`config.mk`:
```
export PLATFORM = sky130hd
export DESIGN_NAME = btb_predictor
export DESIGN_NICKNAME = d
export VERILOG_FILES = /design/src/rtl/btb_predictor_pkg.sv /design/src/rtl/btb_predictor_sat_counter.sv /design/src/rtl/btb_predictor.sv
export SDC_FILE = /design/constraint.sdc
export NUM_CORES = 1
export LEC_CHECK = 0
export BUFFER_PORTS_ARGS = -buffer_cell sky130_fd_sc_hd__buf_4
export CAP_MARGIN = 10
export CELL_PAD_IN_SITES_DETAIL_PLACEMENT = 1
export CELL_PAD_IN_SITES_GLOBAL_PLACEMENT = 2
export CORE_MARGIN = 2
export CORE_UTILIZATION = 50
export DETAILED_ROUTE_END_ITERATION = 8
export GPL_TIMING_DRIVEN = 0
export PLACE_DENSITY_LB_ADDON = 0.1
export SETUP_SLACK_MARGIN = 0.4
export SYNTH_ARGS = -nofsm -noshare
export SYNTH_HDL_FRONTEND = slang
export SYNTH_HIERARCHICAL = 1
export SYNTH_SLANG_ARGS = --single-unit
```
`constraint.sdc`:
```
create_clock -name clk -period 30.6 [get_ports clk]
set_input_delay 1.53 -clock clk [delete_from_list [all_inputs] [get_ports clk]]
set_output_delay 1.53 -clock clk [all_outputs]
set_load 0.01 [all_outputs]
```
`src/rtl/btb_predictor_pkg.sv`:
```
// Shared encodings and constants for the branch target buffer.
package btb_predictor_pkg;

    // Resolved control-flow class, same encoding the control unit uses.
    localparam logic [1:0] UPD_NONE = 2'd0;
    localparam logic [1:0] UPD_J    = 2'd1;
    localparam logic [1:0] UPD_JR   = 2'd2;
    localparam logic [1:0] UPD_BR   = 2'd3;

    localparam int WORD_SIZE_DEF = 16;

    // Saturated (strongly taken) counter value.
    function automatic int unsigned cnt_max(input int bits);
        return (32'd1 << bits) - 32'd1;
    endfunction

    // Weakly taken: only the MSB set.
    function automatic int unsigned cnt_weak_taken(input int bits);
        return 32'd1 << (bits - 1);
    endfunction

endpackage

```
`src/rtl/btb_predictor_sat_counter.sv`:
```
// Combinational next-value for a saturating up/down counter.
module sat_counter #(
    parameter int WIDTH = 2
) (
    input  logic [WIDTH-1:0] value,
    input  logic             inc,
    input  logic             dec,
    output logic [WIDTH-1:0] next
);

    // Step toward the requested direction unless already at the rail.
    always_comb begin
        next = value;
        if (inc && !dec && (value != {WIDTH{1'b1}}))
            next = value + WIDTH'(1);
        else if (dec && !inc && (value != '0))
            next = value - WIDTH'(1);
    end

endmodule

```
`src/rtl/btb_predictor.sv`:
```
// Direct-mapped branch target buffer with per-entry direction counters
// and a saturating mispredict statistic. Lookup is zero-latency from the
// registered table; training happens on the rising edge.
module btb_predictor
    import btb_predictor_pkg::*;
#(
    parameter int WORD_SIZE    = WORD_SIZE_DEF,
    parameter int INDEX_BITS   = 4,
    parameter int COUNTER_BITS = 2,
    parameter int STAT_BITS    = 16
) (
    input  logic                  clk,
    input  logic                  reset,
    input  logic [WORD_SIZE-1:0]  lookup_pc,
    output logic                  pred_hit,
    output logic                  pred_taken,
    output logic [WORD_SIZE-1:0]  pred_target,
    input  logic [1:0]            update_kind,
    input  logic [WORD_SIZE-1:0]  update_pc,
    input  logic                  update_taken,
    input  logic [WORD_SIZE-1:0]  update_target,
    input  logic                  update_mispredict,
    output logic [STAT_BITS-1:0]  mispredict_count
);

    localparam int ENTRIES = 1 << INDEX_BITS;
    localparam int TAG_W   = WORD_SIZE - INDEX_BITS;
    localparam logic [COUNTER_BITS-1:0] CNT_MAX        = COUNTER_BITS'(cnt_max(COUNTER_BITS));
    localparam logic [COUNTER_BITS-1:0] CNT_WEAK_TAKEN = COUNTER_BITS'(cnt_weak_taken(COUNTER_BITS));

    logic                    valid   [ENTRIES];
    logic                    uncond  [ENTRIES];
    logic [TAG_W-1:0]        tags    [ENTRIES];
    logic [WORD_SIZE-1:0]    targets [ENTRIES];
    logic [COUNTER_BITS-1:0] counters[ENTRIES];

    logic [INDEX_BITS-1:0]   l_idx, u_idx;
    logic [TAG_W-1:0]        l_tag, u_tag;
    logic                    u_hit, u_is_jump, u_eff_taken, u_active;
    logic [COUNTER_BITS-1:0] cnt_next;
    logic [STAT_BITS-1:0]    stat_next;

    assign l_idx = lookup_pc[INDEX_BITS-1:0];
    assign l_tag = lookup_pc[WORD_SIZE-1:INDEX_BITS];
    assign u_idx = update_pc[INDEX_BITS-1:0];
    assign u_tag = update_pc[WORD_SIZE-1:INDEX_BITS];

    // Lookup path: reads the registered table, so same-cycle updates are not seen.
    always_comb begin
        pred_hit    = valid[l_idx] && (tags[l_idx] == l_tag);
        pred_taken  = pred_hit && (uncond[l_idx] || counters[l_idx][COUNTER_BITS-1]);
        pred_target = pred_taken ? targets[l_idx] : lookup_pc + WORD_SIZE'(1);
    end

    // Update decode: jumps always count as taken.
    always_comb begin
        u_active    = (update_kind != UPD_NONE);
        u_is_jump   = (update_kind == UPD_J) || (update_kind == UPD_JR);
        u_eff_taken = u_is_jump || update_taken;
        u_hit       = valid[u_idx] && (tags[u_idx] == u_tag);
    end

    sat_counter #(.WIDTH(COUNTER_BITS)) u_dir_cnt (
        .value (counters[u_idx]),
        .inc   (update_taken),
        .dec   (!update_taken),
        .next  (cnt_next)
    );

    sat_counter #(.WIDTH(STAT_BITS)) u_stat_cnt (
        .value (mispredict_count),
        .inc   (1'b1),
        .dec   (1'b0),
        .next  (stat_next)
    );

    // Table training; a not-taken miss leaves any aliasing entry alone.
    always_ff @(posedge clk or posedge reset) begin
        if (reset) begin
            for (int i = 0; i < ENTRIES; i++) begin
                valid[i]    <= 1'b0;
                uncond[i]   <= 1'b0;
                tags[i]     <= '0;
                targets[i]  <= '0;
                counters[i] <= '0;
            end
        end else if (u_active) begin
            if (u_hit) begin
                if (u_is_jump) begin
                    uncond[u_idx]   <= 1'b1;
                    targets[u_idx]  <= update_target;
                    counters[u_idx] <= CNT_MAX;
                end else begin
                    uncond[u_idx]   <= 1'b0;
                    counters[u_idx] <= cnt_next;
                    if (update_taken)
                        targets[u_idx] <= update_target;
                end
            end else if (u_eff_taken) begin
                valid[u_idx]    <= 1'b1;
                tags[u_idx]     <= u_tag;
                targets[u_idx]  <= update_target;
                uncond[u_idx]   <= u_is_jump;
                counters[u_idx] <= u_is_jump ? CNT_MAX : CNT_WEAK_TAKEN;
            end
        end
    end

    // Mispredict statistic, held at all-ones by the saturating counter.
    always_ff @(posedge clk or posedge reset) begin
        if (reset)
            mispredict_count <= '0;
        else if (u_active && update_mispredict)
            mispredict_count <= stat_next;
    end

endmodule
```
==> results.json, run 1 <==
{
  "ir_drop_mv": 0.05329,
  "worstPathRequired_ns": 29.07,
  "min_from": "valid[10]",
  "grt_max_degree": 136,
  "synthArstFlopShare_pct": 100.0,
  "start_util_pct": 50.52,
  "die-area_mm2": 0.05890,
  "fp.dieH_um": 242.7,
  "cts.sink_count": 528,
  "synthCells": 2008,
  "core-area_mm2": 0.05639,
  "synth_area_mm2": 0.02849,
  "cp_max_fo": 10,
  "root_buffer": "clkbuf_16",
  "first_iter_violations": 1573,
  "setup_viol": 0,
  "viasPerCell": 6.443,
  "power_w": 0.002307,
  "r2r-start": "tags[24]",
  "h-tree-depth": 2,
  "ant_nets": 0,
  "cts_buffer_depth": 3,
  "worst-r2r-setup-slack_ns": 26.56,
  "synthTopCellsByArea": "dfrtp_1 (46%), mux2_2 (15%), mux4_2 (14%)",
  "antenna_found_initial": 3,
  "synth_most_common_cell": "dfrtp_1",
  "grt_pass1_wl_um": 139800,
  "finalMaxSlewViolations": 0,
  "cts_resized": 0,
  "place_congestion": 0.8767,
  "grt_setup_unrepaired": "false",
  "grt_usage_pct": 31.98,
  "r2r_cells": 9,
  "hold_violations": 0,
  "fmax_mhz": 121.2,
  "crit_path_end_kind": "output pin",
  "post-route-period-util_pct": 26.97,
  "yosysUniqueCellTypes": 73,
  "critPathKind": "input pin to output pin",
  "reg2reg_to": "tags[174]",
  "dp.final_hpwl_um": 62320,
  "grt_pass1_vias": 20850,
  "power_density_mw_per_mm2": 71.87,
  "cts_tree": "built",
  "rows": 87,
  "status": "completed",
  "path_clk_slew_ns": 0.06,
  "hold-path-cell-count": 1,
  "syn_to_final_growth_pct": 12.71,
  "ys_seq_area_share_pct": 46.38,
  "yosys_warnings": 6,
  "place_area_mm2": 0.03019,
  "synth-edff-count": 0,
  "hold_buffers": 0,
  "hold_class": "flop to flop",
  "num_vias": 19090,
  "final_cell_area_mm2": 0.03211,
  "fin_tns_setup_ns": 0,
  "final.setup_skew_ns": 0.01813,
  "routedWlPerCell_um": 31.29,
  "nNetsFinal": 2218,
  "pin_count": 88,
  "period_minus_slack_ns": 8.253,
  "firstDrtPassIters": 5,
  "p_leak_nw": 13.39,
  "drc": 0,
  "hold_end": "valid[10]",
  "drive_gt1_share_pct": 43.67,
  "drv_cap": 0,
  "synth_top_area_share_pct": 46.38,
  "yosysTopAreaCell": "dfrtp_1",
  "critPathArrivalTime_ns": 6.72,
  "synthTopCellsByCount": "dfrtp_1 (528), mux2_2 (368), mux4_2 (172), mux2_4 (117), nor2_1 (91)",
  "worstSetupStartpointType": "input pin",
  "worst_pin_slew_ns": 1.264,
  "max_slew_margin_pct": 15.42,
  "overflow": 0,
  "synth_ff_type": "dfrtp_1",
  "worstSkewPairLatency_ns": 0.63,
  "post_cts_buffers": 0,
  "io_buffers": 79,
  "fin_util_pct": 56.94,
  "yosys_register_bits": 528,
  "die_width_um": 242.7,
  "syn_avg_cell_area_um2": 14.19,
  "cts_buffers": 58,
  "drt_wl_total_um": 92730
}
==> registers in the layout (all words and copies together) (netlist names), named ones only <==
name	count
targets	256
tags	192
counters	32
mispredict_count	16
valid	16
==> logic make-up after synthesis <==
kind of cell	after synthesis	synth area share, %
adder cells (fa/ha/maj)	7	0.3074
AND/OR/NAND/NOR	314	6.233
AO/OA/AOI/OAI	179	4.441
XOR/XNOR	46	1.414
multiplexers	740	37.57
other	2	0.02636
buffers and inverters	192	3.624
flip-flops	528	46.38
==> worst max-delay path, cell delays in order <==
cell	delay, ns
buf_4	0.12
buf_4	0.25
buf_2	0.42
buf_2	0.51
buf_2	0.47
mux2i_1	0.39
xnor2_1	0.11
o31ai_1	0.75
nand2_1	0.14
nor4_2	1.02
buf_4	0.41
mux2_2	0.42
buf_4	0.16
==> routing by layer <==
metal	track usage, %	vias to the layer above	routed length [µm]
met5	0	-	11
met4	12.16	2	3619
met3	4.865	200	4939
met2	53.35	614	45430
met1	42.47	10390	38720
li1	-	7882	-
==> where the power goes <==
part | switching (W) | internal, W
sequential | 0.000135 | 0.000883
clock | 0.000298 | 0.000406
combinational | 0.000243 | 0.000343
total | 0.000676 | 0.00163
==> worst max path at each step <==
| stage | from | end | slack [ns] | depth (start not counted) |
|---|---|---|---|---|
| finish | lookup_pc[0] | pred_target[7] | 22.35 | 13 |
| global route | lookup_pc[0] | pred_target[7] | 22.37 | 12 |
| CTS | lookup_pc[0] | pred_target[7] | 22.52 | 13 |
| detailed placement | lookup_pc[0] | pred_target[7] | 22.54 | 13 |
| global placement | reset | targets[206] | 8.64 | 2 |
| floorplan | reset | asynchronous set/reset pin | 14.32 | 1 |
==> final cells by class <==
| cell class | count | area (µm²) |
|---|---|---|
| diodes | 2 | 5.005 |
| fillers | 5452 | 24280 |
| repair buffers | 85 | 735.7 |
| well taps | 756 | 945.9 |
| clock buffers | 93 | 1784 |
| clock inverters | 15 | 127.6 |
| plain buffers | 172 | 957.2 |
| inverters | 20 | 82.58 |
| multi-input cells | 1292 | 14260 |
| flip-flops and latches | 528 | 13210 |
==> metrics by stage <==
step / setup WS, ns / std cells / hold WS (ns)
2_1_floorplan: 14.32 / 2012 / 0.4452
3_3_place_gp: 8.640 / 2847 / 0.4606
3_5_place_dp: 22.54 / 2853 / 0.4738
4_1_cts: 22.52 / 2961 / 0.4931
5_1_grt: 22.37 / 2962 / 0.5164
6_report: 22.35 / 2963 / 0.4874
==> layout by cell type (no fill, tap or decap), types with 9 or more instances in the layout <==
cell / count
nand2_1: 51
nor4_1: 16
buf_4: 95
mux2_2: 368
dfrtp_1: 528
nand2b_1: 12
nand4_1: 11
a22o_1: 17
nor2_1: 91
o21ai_0: 30
nor2b_1: 9
a22oi_1: 16
buf_2: 46
buf_6: 20
clkbuf_16: 59
a21oi_1: 20
clkbuf_1: 92
or2_2: 17
mux2i_1: 77
a211oi_1: 23
a31oi_1: 22
o31a_1: 17
xnor2_1: 27
buf_1: 11
inv_1: 18
mux2_4: 117
mux4_2: 172
nand3_1: 16
clkinv_2: 10
nor3_1: 24
clkbuf_8: 18
nor3_4: 10
xor2_1: 19
(Power assumes the default switching activity.)
==> run 2: changes to the inputs <==
--- a/config.mk
+++ b/config.mk
@@ -5,12 +5,13 @@
 export SDC_FILE = /design/constraint.sdc
 export NUM_CORES = 1
 export LEC_CHECK = 0
+export ABC_AREA = 1
 export BUFFER_PORTS_ARGS = -buffer_cell sky130_fd_sc_hd__buf_4
 export CAP_MARGIN = 10
 export CELL_PAD_IN_SITES_DETAIL_PLACEMENT = 1
 export CELL_PAD_IN_SITES_GLOBAL_PLACEMENT = 2
 export CORE_MARGIN = 2
-export CORE_UTILIZATION = 50
+export CORE_UTILIZATION = 37
 export DETAILED_ROUTE_END_ITERATION = 8
 export GPL_TIMING_DRIVEN = 0
 export PLACE_DENSITY_LB_ADDON = 0.1
==> constraint.sdc (replaced) <==
create_clock -name clk -period 8.45 [get_ports clk]
set_input_delay 0.4225 -clock clk [delete_from_list [all_inputs] [get_ports clk]]
set_output_delay 0.4225 -clock clk [all_outputs]
set_load 0.01 [all_outputs]
==> run 2 against run 1 <==
Via count increased by 56%; synthesized cell count up 99%; largest cell class unchanged; clock power grew to 4.5 times the previous value; largest power group unchanged; sequential power rose to 3.5 times the previous value; count of clock-buffer cells in the layout is 3 higher; critical endpoint is now pred_target[2]; worst hold slack got worse by 0.43 ns; register-to-register slack worse by 22 ns; final area is 4.3% higher.
==> results.json, run 2 <==
{
  "status": "completed",
  "ys_seq_area_share_pct": 45.82,
  "fin_tns_setup_ns": 0,
  "worstPathRequired_ns": 8.03,
  "hold_class": "input pin to flop",
  "drv_cap": 0,
  "antenna_cells": 0,
  "worstSetupStartpointType": "input pin",
  "synth_adder_area_share_pct": 0.3038,
  "reg_top3": "targets (256), tags (192), counters (32)",
  "fmax_mhz": 199.1,
  "synthTopCellsByCount": "nand2_1 (1286), o21ai_0 (655), dfrtp_1 (528), nor2_1 (342), inv_1 (263)",
  "rows": 102,
  "final_common_cell": "nand2_1",
  "grt_setup_unrepaired": "false",
  "p_leak_nw": 16.00,
  "core-area_mm2": 0.07734,
  "firstDrtPassIters": 5,
  "dp_slack_ns": 3.334,
  "hold_violations": 0,
  "crit_path_end_kind": "output pin",
  "drc": 0,
  "grt_usage_pct": 35.27,
  "nNetsFinal": 4233,
  "fp.dieH_um": 283.2,
  "grt_pass1_vias": 29490,
  "grt_pass1_wl_um": 208700,
  "synthArstFlopShare_pct": 100.0,
  "grt_max_degree": 41,
  "hold-path-cell-count": 3,
  "finalMaxSlewViolations": 0,
  "worst_pin_slew_ns": 1.272,
  "drive_gt1_share_pct": 8.544,
  "synth_top_area_share_pct": 45.82,
  "synth-simple-area-share_pct": 25.60,
  "ir_drop_mv": 0.1874,
  "die_width_um": 283.2,
  "fin_util_pct": 43.31,
  "cts_buffers": 68,
  "synth_xor_area_share_pct": 0.7290,
  "h-tree-depth": 3,
  "post-route-period-util_pct": 59.44,
  "root_buffer": "clkbuf_16",
  "power_density_mw_per_mm2": 261.3,
  "viasPerCell": 5.640,
  "hold_buffers": 1,
  "max_slew_margin_pct": 15.22,
  "r2r-start": "counters[24]",
  "setup_viol": 0,
  "path_clk_slew_ns": 0.06,
  "dp.final_hpwl_um": 103700,
  "mostFrequentLayoutCells": "nand2_1 (1286), o21ai_0 (655), dfrtp_1 (528)",
  "cts.sink_count": 528,
  "die-area_mm2": 0.08018,
  "yosys_warnings": 6,
  "synth_area_mm2": 0.02883,
  "synthCells": 3999,
  "critPathKind": "input pin to output pin",
  "setup_slack_ns": 3.428,
  "synth_most_common_cell": "nand2_1",
  "cp_max_fo": 10,
  "synth_mux_area_share_pct": 0.6249,
  "r2r_cells": 18,
  "min_from": "update_target[11]",
  "synthTopCellsByArea": "dfrtp_1 (46%), nand2_1 (17%), o21ai_0 (11%)",
  "routedWlPerCell_um": 27.13,
  "critPathArrivalTime_ns": 4.60,
  "syn_to_final_growth_pct": 16.16,
  "antenna_found_initial": 2,
  "post_cts_buffers": 0,
  "io_buffers": 84,
  "cts_tree": "built",
  "yosysTopAreaCell": "dfrtp_1",
  "cts_buffer_depth": 3,
  "place_congestion": 0.9805,
  "largest_reg_flops": 256,
  "synth_ff_type": "dfrtp_1",
  "syn_avg_cell_area_um2": 7.210,
  "drt_wl_total_um": 142800,
  "worstSkewPairLatency_ns": 0.64,
  "yosys_register_bits": 528,
  "synth-edff-count": 0,
  "top_register": "targets",
  "reg2reg_to": "counters[0]",
  "first_iter_violations": 2953,
  "overflow": 0,
  "ant_nets": 0,
  "num_vias": 29690,
  "synth_top_family_by_area": "simple AND/OR/NAND/NOR gates",
  "final.setup_skew_ns": 0.02753,
  "synth_compound_area_share_pct": 19.06,
  "finalHoldWorstSlack_ns": 0.05429,
  "worst-r2r-setup-slack_ns": 4.84,
  "yosysUniqueCellTypes": 48,
  "cts_resized": 0,
  "period_minus_slack_ns": 5.022,
  "start_util_pct": 37.28,
  "hold_end": "targets[139]",
  "pin_count": 88
}
==> run 2: area by class of cell <==
cell class	count	area (µm²)
sequential	528	13210
multi-input combinational	2928	13370
clock buffer	96	1978
clock inverter	27	409.1
buffer	273	1236
timing repair buffer	101	960.9
tap	1040	1301
fill	9760	43840
inverter	272	1027
==> run 2: critical path, cell delays in order <==
cell      delay, ns
buf_4          0.12
buf_2          0.20
inv_1          0.24
clkbuf_1       0.83
o21ai_0        0.21
o22ai_1        0.46
nand2_1        0.10
nand2_1        0.18
inv_1          0.08
nand2_1        0.07
nand2_1        0.05
nand2_1        0.05
nand3_1        0.10
nor2_1         0.19
nand3_1        0.18
clkbuf_1       0.29
o21ai_0        0.57
buf_4          0.24
==> run 2: how the worst max path moves through the flow <==
stage | start | to | slack, ns | cells after the start
2_1_floorplan | reset | asynchronous set/reset pin | 0.85 | 1
3_3_place_gp | reset | targets[37] | -3.05 | 2
3_5_place_dp | update_pc[1] | counters[18] | 3.33 | 23
4_1_cts | lookup_pc[1] | pred_target[2] | 3.51 | 18
5_1_grt | lookup_pc[1] | pred_target[2] | 3.25 | 18
6_report | lookup_pc[1] | pred_target[2] | 3.43 | 18
==> run 2: logic make-up after synthesis <==
logic type,Yosys count
simple gates,1849
compound gates,1028
buf+inv,545
flops,528
xor+xnor,24
mux,16
fa+ha+maj,7
other cells,2
==> run 2: metal layers <==
layer	vias up	part of all wire (%)	global-route usage, %
met3	307	7.3	5.805
met5	-	0.0070	0
li1	13370	-	-
met4	2	5.8	17.86
met2	1169	45	55.00
met1	14850	42	47.37
==> run 2: through the flow <==
stage          power (W)  cell area (µm²)  cells
2_1_floorplan   0.004740            28850   4001
3_3_place_gp    0.005483            30780   5125
3_5_place_dp    0.005559            31100   5141
4_1_cts         0.008731            33490   5265
5_1_grt         0.009179            33490   5265
6_report        0.008753            33490   5265
==> run 2: where the power goes <==
group	internal, W	total (W)	switching, W
Sequential	0.00312	0.00357	0.000450
Clock	0.00190	0.00317	0.00127
Combinational	0.000691	0.00202	0.00132
==> run 3: changes to the inputs <==
==> constraint.sdc (replaced) <==
create_clock -name clk -period 4.9 [get_ports clk]
set_input_delay 0.245 -clock clk [delete_from_list [all_inputs] [get_ports clk]]
set_output_delay 0.245 -clock clk [all_outputs]
set_load 0.01 [all_outputs]
==> run 3 against run 2 <==
Critical path depth down 3; clock power rose by 72%; first-iteration DRC count up 2.9%; sequential share of layout area down 0.18 points; critical path type unchanged.
==> results.json, run 3 (synthesis results as in run 2) <==
{
  "grt_max_degree": 41,
  "hold-path-cell-count": 3,
  "top_register": "targets",
  "start_util_pct": 37.28,
  "setup_viol": 0,
  "worstSetupStartpointType": "input pin",
  "drt_wl_total_um": 142900,
  "final_cell_area_mm2": 0.03365,
  "hold_violations": 0,
  "syn_to_final_growth_pct": 16.69,
  "cts_tree": "built",
  "die_width_um": 283.2,
  "core-area_mm2": 0.07734,
  "p_switching_w": 0.005262,
  "overflow": 0,
  "viasPerCell": 5.649,
  "h-tree-depth": 3,
  "combPwrFrac_pct": 23.1,
  "post-route-period-util_pct": 91.24,
  "mostFrequentLayoutCells": "nand2_1 (1286), o21ai_0 (654), dfrtp_1 (528)",
  "dp.final_hpwl_um": 103700,
  "cts_buffer_depth": 3,
  "cpMaxStageDelayCell": "clkbuf_1",
  "cts.sink_count": 528,
  "firstDrtPassIters": 5,
  "reg2reg_to": "tags[172]",
  "grt_setup_unrepaired": "true",
  "hold_class": "input pin to flop",
  "p_leak_nw": 16.07,
  "critPathKind": "input pin to output pin",
  "p_int_w": 0.009843,
  "slowest_delay_ns": 0.58,
  "fin_util_pct": 43.51,
  "cts_buffers": 68,
  "ant_nets": 0,
  "path_cells": "buf_4 -> buf_4 -> buf_4 -> buf_4 -> buf_6 -> buf_4 -> clkbuf_1 -> clkbuf_1 -> nand2_1 -> o211ai_1 -> nand3_1 -> o211a_1 -> a221oi_1 -> o21ai_0 -> buf_4",
  "antenna_cells": 0,
  "die-area_mm2": 0.08018,
  "min_from": "update_pc[4]",
  "grt_pass1_wl_um": 208900,
  "worstSkewPairLatency_ns": 0.64,
  "power_density_mw_per_mm2": 448.9,
  "r2r_cells": 16,
  "critical-path-top-delay-family": "buffers and inverters",
  "drc": 0,
  "worstPathRequired_ns": 4.66,
  "final.setup_skew_ns": 0.02789,
  "reg_top3": "targets (256), tags (192), counters (32)",
  "seq_power_share_pct": 40.7,
  "rows": 102,
  "max_slew_margin_pct": 16.26,
  "worst-r2r-setup-slack_ns": 1.46,
  "path_clk_slew_ns": 0.05,
  "layout.cells.non_filler": 5280,
  "period_minus_slack_ns": 4.471,
  "finalHoldWorstSlack_ns": 0.08207,
  "swShare_pct": 34.83,
  "ir_drop_mv": 0.3232,
  "grt_pass1_vias": 29560,
  "antenna_found_initial": 2,
  "pin_count": 88,
  "timing.critical_path.mode_cell": "buf_4",
  "cp_max_fo": 10,
  "final_common_cell": "nand2_1",
  "critPathBufInv": 9,
  "grt_usage_pct": 35.29,
  "worst_pin_slew_ns": 1.256,
  "crit_path_end_kind": "output pin",
  "status": "completed",
  "place_congestion": 0.9805,
  "num_vias": 29830,
  "drv_cap": 0,
  "io_buffers": 84,
  "finalMaxSlewViolations": 0,
  "hold_end": "tags[12]",
  "critPathArrivalTime_ns": 4.23,
  "place_area_mm2": 0.03110,
  "drive_gt1_share_pct": 8.561,
  "largest_reg_flops": 256,
  "clkPwrFrac_pct": 36.2,
  "final.fill_count": 9753,
  "fin_tns_setup_ns": 0,
  "root_buffer": "clkbuf_16",
  "nNetsFinal": 4248,
  "r2r-start": "tags[186]",
  "routedWlPerCell_um": 27.07,
  "first_iter_violations": 3040,
  "fmax_mhz": 223.7,
  "fp.dieH_um": 283.2,
  "dp_cells": 5141
}
run 3: cell types whose count changed in the layout (fill, tap and decap cells not counted), sizes merged:
cell and change:
dlygate4sd3 +15
run 3: how the worst max path moves through the flow:
stage	start	slack [ns]	endpoint	cells past startpoint
2_1_floorplan	reset	-2.52	asynchronous set/reset pin	1
3_3_place_gp	reset	-6.42	targets[37]	2
3_5_place_dp	update_pc[1]	-0.04	counters[18]	23
4_1_cts	lookup_pc[0]	0.50	pred_target[2]	16
5_1_grt	lookup_pc[1]	0.36	pred_target[2]	20
6_report	lookup_pc[0]	0.43	pred_target[1]	15
run 3: cell type report:
| type | count | area (µm²) | area share, % |
|---|---|---|---|
| clock buffer | 96 | 1978 | 5.879 |
| timing repair buffer | 116 | 1111 | 3.302 |
| multi-input combinational | 2928 | 13370 | 39.73 |
| clock inverter | 27 | 409.1 | 1.216 |
| buffer | 273 | 1239 | 3.681 |
| sequential | 528 | 13210 | 39.27 |
| inverter | 272 | 1027 | 3.053 |
| tap | 1040 | 1301 | 3.867 |
run 3: timing repair:
item | CTS | global route
setup buffers | 0 | 0
setup endpoints to repair | 1 | 11
hold endpoints to repair | 85 | 0
resized for setup | 1 | 3
hold buffers | 16 | 0
run 3: tightest hold or removal path, cell delays in order:
cell     delay, ns
buf_4         0.09
inv_1         0.15
o21ai_0       0.19
run 3: routing by layer:
metal	track usage, %	routed length [µm]
met1	47.32	60470
met4	17.95	8306
met5	0	10
met2	55.02	63890
met3	5.918	10280
run 3: power by group through the flow:
stage               registers, W  logic, W  clock network, W
finish                   0.00615   0.00349           0.00546
global route             0.00627   0.00390           0.00567
CTS                      0.00612   0.00343           0.00551
detailed placement       0.00619   0.00340                 0
global placement         0.00617   0.00328                 0
floorplan                0.00595   0.00222                 0
run 3: per-stage QoR:
stage / total power, W / setup slack (ns)
global placement: 0.009455 / -6.424
global route: 0.01584 / 0.3593
CTS: 0.01507 / 0.4967
floorplan: 0.008174 / -2.521
detailed placement: 0.009587 / -0.03866
finish: 0.01510 / 0.4291
